$ cat config.mk
export PLATFORM = sky130hd
export DESIGN_NAME = twenty_bit_operand_regfile
export DESIGN_NICKNAME = d
export VERILOG_FILES = /design/src/rtl/twenty_bit_operand_regfile.sv
export SDC_FILE = /design/constraint.sdc
export NUM_CORES = 1
export LEC_CHECK = 0
export ABC_CLOCK_PERIOD_IN_PS = 2000
export CORE_MARGIN = 4
export CORE_UTILIZATION = 56
export CTS_CLUSTER_SIZE = 14
export DETAILED_ROUTE_END_ITERATION = 8
export GPL_TIMING_DRIVEN = 1
export HOLD_SLACK_MARGIN = 0.1
export PLACE_DENSITY_LB_ADDON = 0.05
export SYNTH_ARGS = -nofsm -noshare
export SYNTH_HDL_FRONTEND = slang
export SYNTH_HIERARCHICAL = 1
export SYNTH_SLANG_ARGS = --single-unit
$ cat constraint.sdc
create_clock -name clk -period 2 [get_ports clk]
set_input_delay 0.2 -clock clk [delete_from_list [all_inputs] [get_ports clk]]
set_output_delay 0.2 -clock clk [all_outputs]
set_load 0.05 [all_outputs]
$ cat src/rtl/twenty_bit_operand_regfile.sv
// Operand register file feeding the 20-bit logic units: 16 entries, two
// registered read ports with same-cycle write-to-read bypass.

module twenty_bit_operand_regfile_port #(
  parameter int DATA_W   = 20,
  parameter int ADDR_W   = 4,
  parameter int ZERO_REG = 1
) (
  input  logic                                 clk,
  input  logic                                 rst_n,
  input  logic                                 rd_en,
  input  logic [ADDR_W-1:0]                    addr,
  input  logic [(2**ADDR_W)-1:0][DATA_W-1:0]   mem,
  input  logic                                 wr_en,
  input  logic [ADDR_W-1:0]                    wr_addr,
  input  logic [DATA_W-1:0]                    wr_data,
  output logic [DATA_W-1:0]                    op
);

  logic [DATA_W-1:0] value;

  // Hardwired zero wins over bypass so a discarded r0 write never leaks out.
  always_comb begin
    value = mem[addr];
    if (ZERO_REG != 0 && addr == '0)
      value = '0;
    else if (wr_en && wr_addr == addr)
      value = wr_data;
  end

  always_ff @(posedge clk) begin
    if (!rst_n)
      op <= '0;
    else if (rd_en)
      op <= value;
  end

endmodule

module twenty_bit_operand_regfile #(
  parameter int DATA_W   = 20,
  parameter int ADDR_W   = 4,
  parameter int ZERO_REG = 1
) (
  input  logic              clk,
  input  logic              rst_n,
  input  logic              rd_en,
  input  logic [ADDR_W-1:0] rd_addr_a,
  input  logic [ADDR_W-1:0] rd_addr_b,
  output logic [DATA_W-1:0] op_a,
  output logic [DATA_W-1:0] op_b,
  output logic              op_valid,
  input  logic              wr_en,
  input  logic [ADDR_W-1:0] wr_addr,
  input  logic [DATA_W-1:0] wr_data
);

  localparam int DEPTH     = 2**ADDR_W;
  localparam int NUM_PORTS = 2;

  logic [DEPTH-1:0][DATA_W-1:0]     mem;
  logic [NUM_PORTS-1:0][ADDR_W-1:0] rd_addr;
  logic [NUM_PORTS-1:0][DATA_W-1:0] op;
  logic                             wr_ok;

  assign wr_ok   = wr_en && !(ZERO_REG != 0 && wr_addr == '0);
  assign rd_addr = {rd_addr_b, rd_addr_a};
  assign op_a    = op[0];
  assign op_b    = op[1];

  always_ff @(posedge clk) begin
    if (!rst_n)
      mem <= '0;
    else if (wr_ok)
      mem[wr_addr] <= wr_data;
  end

  always_ff @(posedge clk) begin
    if (!rst_n)
      op_valid <= 1'b0;
    else
      op_valid <= rd_en;
  end

  for (genvar p = 0; p < NUM_PORTS; p++) begin : g_port
    twenty_bit_operand_regfile_port #(
      .DATA_W  (DATA_W),
      .ADDR_W  (ADDR_W),
      .ZERO_REG(ZERO_REG)
    ) u_port (
      .clk    (clk),
      .rst_n  (rst_n),
      .rd_en  (rd_en),
      .addr   (rd_addr[p]),
      .mem    (mem),
      .wr_en  (wr_en),
      .wr_addr(wr_addr),
      .wr_data(wr_data),
      .op     (op[p])
    );
  end

endmodule

After elaboration in Yosys (flattened, before gate mapping)
Index checks and enable logic that the tools add are counted.
{"block": "totals", "regBits": 361, "inputBits": 36, "out_inout_bits": 41}
{"block": "op_classes", "magnitude_cmp": 4, "n_eq_ne": 2, "mux": 11, "reduce_logical": 8}
{"cell": "320-bit bitwise mux", "n": 1}
{"cell": "20-bit binary-select mux with 4-bit select", "n": 2}
{"cell": "20-bit 2-to-1 mux", "n": 7}
{"cell": "20-bit demux with 4-bit select", "n": 1}
{"cell": "4-bit by 5-bit less-than comparator with 1-bit output (second input constant)", "n": 3}
{"cell": "4-bit logical NOT", "n": 3}
{"cell": "4-bit == test", "n": 2}
{"cell": "4-bit by 1-bit greater-or-equal comparator with 1-bit output (second input constant)", "n": 1}
{"cell": "1-bit logical AND", "n": 4}
{"cell": "1-bit logical NOT", "n": 1}

Depth between registers and ports, before layout
{"block": "depth", "ltp_word": 5, "ltp_mapped": 7, "mapped_depth_nobuf": 4}

By module
Netlist, hierarchy kept.
{"module": "twenty_bit_operand_regfile", "instances": 1, "cells_each": 1076, "area_per_inst_um2": 11368.4, "seq_area_each_um2": 6426.2}
{"module": "twenty_bit_operand_regfile_port", "instances": 2, "cells_each": 402, "area_per_inst_um2": 3754.9, "seq_area_each_um2": 400.4}

Worst setup path after synthesis
OpenSTA, ideal clock, no wires.
{"block": "synth_path", "path_type": "input port to flip-flop", "from": "in rd_addr_a[1]", "to": "reg g_port[0].u_port.op[3]", "t_arrival_ns": 1.294, "path_slack_ns": 0.566, "cell_stages": 6, "n_path_buf": 2, "path_cell_list": "buf_6 > buf_12 > mux2_4 > a22o_1 > nor4_2 > a32oi_1"}
{"block": "synth_between", "elab_chain_cells": 4}
{"element": "from (decl)", "line_no": "48", "source": "input logic [ADDR_W-1:0] rd_addr_a,"}
{"element": "20-bit binary-select mux with 4-bit select or 4-bit == test (tied branches)", "line_no": "24, 27"}
{"element": "20-bit 2-to-1 mux (not written as such) or 1-bit logical AND (tied branches)", "line_no": "24, 27"}
{"element": "20-bit 2-to-1 mux", "line_no": "27", "source": "else if (wr_en && wr_addr == addr)"}
{"element": "20-bit 2-to-1 mux (*)", "line_no": "25", "source": "if (ZERO_REG != 0 && addr == '0)"}
{"element": "to (signal assigned)", "line_no": "35", "source": "op <= value;"}
{"element": "to (decl)", "line_no": "17", "source": "output logic [DATA_W-1:0] op"}
Every way passes the cells marked *; elsewhere a longest branch is shown, timed or not. The select of a mux whose other input is x is not followed.
A chain may end at the register's enable or synchronous reset.

Worst setup path in the final report
{"block": "layout_path", "from": "reg g_port[0].u_port.op[12]", "to": "out op_a[12]"}
{"element": "to (decl)", "line_no": "50", "source": "output logic [DATA_W-1:0] op_a,"}
No word-level cell between the ends.

==> impl_metrics.yaml <==
worst_setup_path:
  path_class: "register to output port"
  timing.reg2reg.worst_path_depth: 4
  crit_chain: "clkdlybuf4s50_1"
  timing.rr.end: "g_port[1].u_port/op[4]"
  cp-start-kind: "register"
  critPathArrivalTime_ns: 1.78
  critPathCaptureType: "output port"
  path_delay_family: "buffers and inverters"
  slowest_stage: "clkdlybuf4s50_1"
  max_stage_delay_ns: 0.86
  r2r-start: "mem[84]"
  cp.depth: 1
  critPathBufInv: 1
  crit_fanout: 3
  worstPathRequired_ns: 1.80
  ff2ff_setup_slack_ns: 0.54
flow_run:
  max_cap_violations: 0
floorplanning:
  initial_utilization_pct: 57.4
  placementRows: 66
  core_area_um2: 32900
  num_io_pins: 77
  die_y_um: 192
  dieArea_um2: 36700
  die_w_um: 192
global_route:
  grt_pass1_wl_um: 94700
  gr-total-overflow: 0
  track_usage_pct: 33.9
  antenna_found_initial: 2
  grt_max_degree: 101
  grt_pass1_vias: 15100
routing:
  drcViolationCount: 0
  vias: 15400
  ant_nets: 0
  via_per_inst: 6.33
  wire_per_inst_um: 25.9
  drt-initial-drc-count: 1525
  dr.pass1.iters: 6
  routed_wl_um: 63000
clock_tree:
  postCtsSetupBuffers: 0
  cts_root_buffer: "clkbuf_16"
  clock_sinks: 361
  cts_buffers: 41
  clock_latency_ns: 0.55
  clk_pin_slew_worst_paths_ns: 0.06
  clock_path_buffers: 3
  cts_tree: "built"
  htreeDepth: 2
placement:
  dpl.cell_count: 2355
  gp_congestion: 0.914
  io_buffers: 76
  hpwl_um: 41100
  pre_cts_ws_ns: -0.177
  place_area_um2: 21000
synth:
  ys_ff_latch: 361
  synth_edf_count: 0
  synth_xor_area_share_pct: 0.371
  yosysWarnings: 6
  synth.distinct_cells: 33
  synthAdderAreaFrac_pct: 0
  synth_nets: 1916
  synth_area_um2: 18900
  synth-seq-area-share_pct: 38.3
  synth-async-reset-ratio_pct: 0
  synthSimpleGateAreaFrac_pct: 13.5
  synth_compound_area_share_pct: 8.06
  avgSynthCellArea_um2: 10.0
  synth_top_family_by_area: "multiplexers"
  ys.flop_type: "dfxtp_1"
  synthMuxAreaShare_pct: 34.4
  synthCells: 1880
power_and_ir_drop:
  ir_drop_uv: 614
  power_density_nw_per_um2: 743
  p_total_mw: 16.6
  p_leak_nw: 8.89
cells_and_area:
  nFillCells: 2649
  area_delta_synth_final_pct: 18.5
  finalNetCount: 1993
  final_cell_area_um2: 22400
  finish.utilization_pct: 68.0
  final_cells: 2430
  drive_gt1_share_pct: 17.7
  multi_input_area_um2: 10700
  seqCellArea_um2: 7230
timing:
  worst_pin_slew_ns: 0.859
  fin_ws_ns: 0.0152
  timing.slew.headroom_pct: 42.5
  finalCritPeriodShare_pct: 99.2
  setup_violations: 0
  clock_skew_ns: 0.0126
  fin_setup_tns_ns: 0
  fin_hold_ws_ns: 0.426
  period_needed_ns: 1.98
  max_freq_mhz: 504
  drv_slew: 0
  rsz0062_at_grt: "false"
  report.final.hold_viol_count: 0
hold_path:
  hold_class: "primary input to register"
  min_from: "rd_addr_a[1]"
  hold_depth: 5
  holdPathEnd: "g_port[0].u_port/op[13]"
outcome:
  status: "finished, final reports clean"
-- power by group --
group	leakage [nW]	internal (mW)	switching, mW	total, mW
registers	2.91	7.28	0.0725	7.36
logic	5.31	0.651	1.05	1.70
clock network	0.668	4.52	3.04	7.56
-- synth_stat cells, types with 3 or more instances --
cell | instances | share of area, %
xnor2_1 | 8 | 0.37
nand2b_1 | 3 | 0.099
clkbuf_1 | 82 | 1.6
mux4_2 | 40 | 4.8
and2_1 | 21 | 0.70
nor2b_1 | 4 | 0.13
mux2i_1 | 500 | 27
or3_1 | 3 | 0.099
o31ai_1 | 40 | 1.6
dfxtp_1 | 361 | 38
nand3b_1 | 7 | 0.28
nand2_1 | 403 | 8.0
nor2_1 | 49 | 0.97
o22ai_1 | 80 | 2.7
buf_4 | 14 | 0.56
nand3_1 | 5 | 0.13
buf_1 | 4 | 0.080
nor4_2 | 38 | 2.5
a32oi_1 | 40 | 1.9
buf_6 | 8 | 0.48
buf_12 | 8 | 0.85
mux2_4 | 38 | 3.0
a22o_1 | 40 | 1.9
buf_2 | 68 | 1.8
-- worst max-delay path by stage --
stage	startpoint	to
6_report	g_port[0].u_port/op[12]	op_a[12]
3_3_place_gp	rd_addr_b[3]	g_port[1].u_port/op[1]
4_1_cts	g_port[1].u_port/op[10]	op_b[10]
5_1_grt	g_port[1].u_port/op[0]	op_b[0]
3_5_place_dp	rd_addr_b[3]	g_port[1].u_port/op[2]
2_1_floorplan	rd_addr_a[1]	g_port[0].u_port/op[3]
-- cells by family (layout without fill, tap and decap cells) --
kind of cell,Yosys count,in the layout
AND/OR/NAND/NOR,545,545
other,0,1
flip-flops,361,361
multiplexers,580,580
AO/OA/AOI/OAI,202,202
XOR/XNOR,8,8
buffers and inverters,184,291
-- worst register-to-register path, stage by stage (launching register included) --
cell and delay [ns]:
dfxtp_1 0.32, mux2_4 0.26, a22o_1 0.23, nor4_2 0.37, a32oi_1 0.15
-- state kept, by name, summed over array words and instances (netlist names) --
register and cells:
g_port.u_port/op 40, mem 320, op_valid 1
-- layer usage --
layer / GRT usage (%) / wire length [µm] / part of all wire (%) / up-vias
met5: 0 / 18 / 0.029 / -
li1: - / - / - / 6940
met3: 5.45 / 4700 / 7.5 / 176
met4: 13.6 / 2550 / 4.0 / 2
met2: 52.1 / 28300 / 45 / 715
met1: 48.1 / 27400 / 44 / 7549
-- cell type report --
type	count	area share, %
repair buffers	218	11.2
well taps	442	2.47
clock buffers	64	5.56
multi-input cells	1335	48.0
diodes	1	0.0112
flip-flops and latches	361	32.3
clock inverters	9	0.476
-- what timing repair did --
item	in CTS	in global routing
hold buffers	1	0
resized for setup	15	11
hold endpoints to repair	10	0
setup endpoints to repair	15	11
-- cell usage in the layout (no fill, tap or decap), types with 3 or more instances in the layout --
cell type          n
buf_12            54
inv_6              3
clkbuf_1          10
nand2_1          403
clkbuf_8          13
dfxtp_1          361
nand3_1            5
dlygate4sd2_1     15
clkinv_2           4
nor2_1            40
nor4_2            38
xnor2_1            8
buf_4             92
mux2i_1          500
mux2_4            38
nor3b_2            3
dlymetal6s2s_1    11
mux4_2            40
clkdlybuf4s50_1   42
a22o_1            40
a32oi_1           40
nand3b_1           7
and2_1            21
o22ai_1           80
o31ai_1           40
nor2_4             9
clkbuf_16         41
No activity file was read; power rests on OpenSTA's default activity.
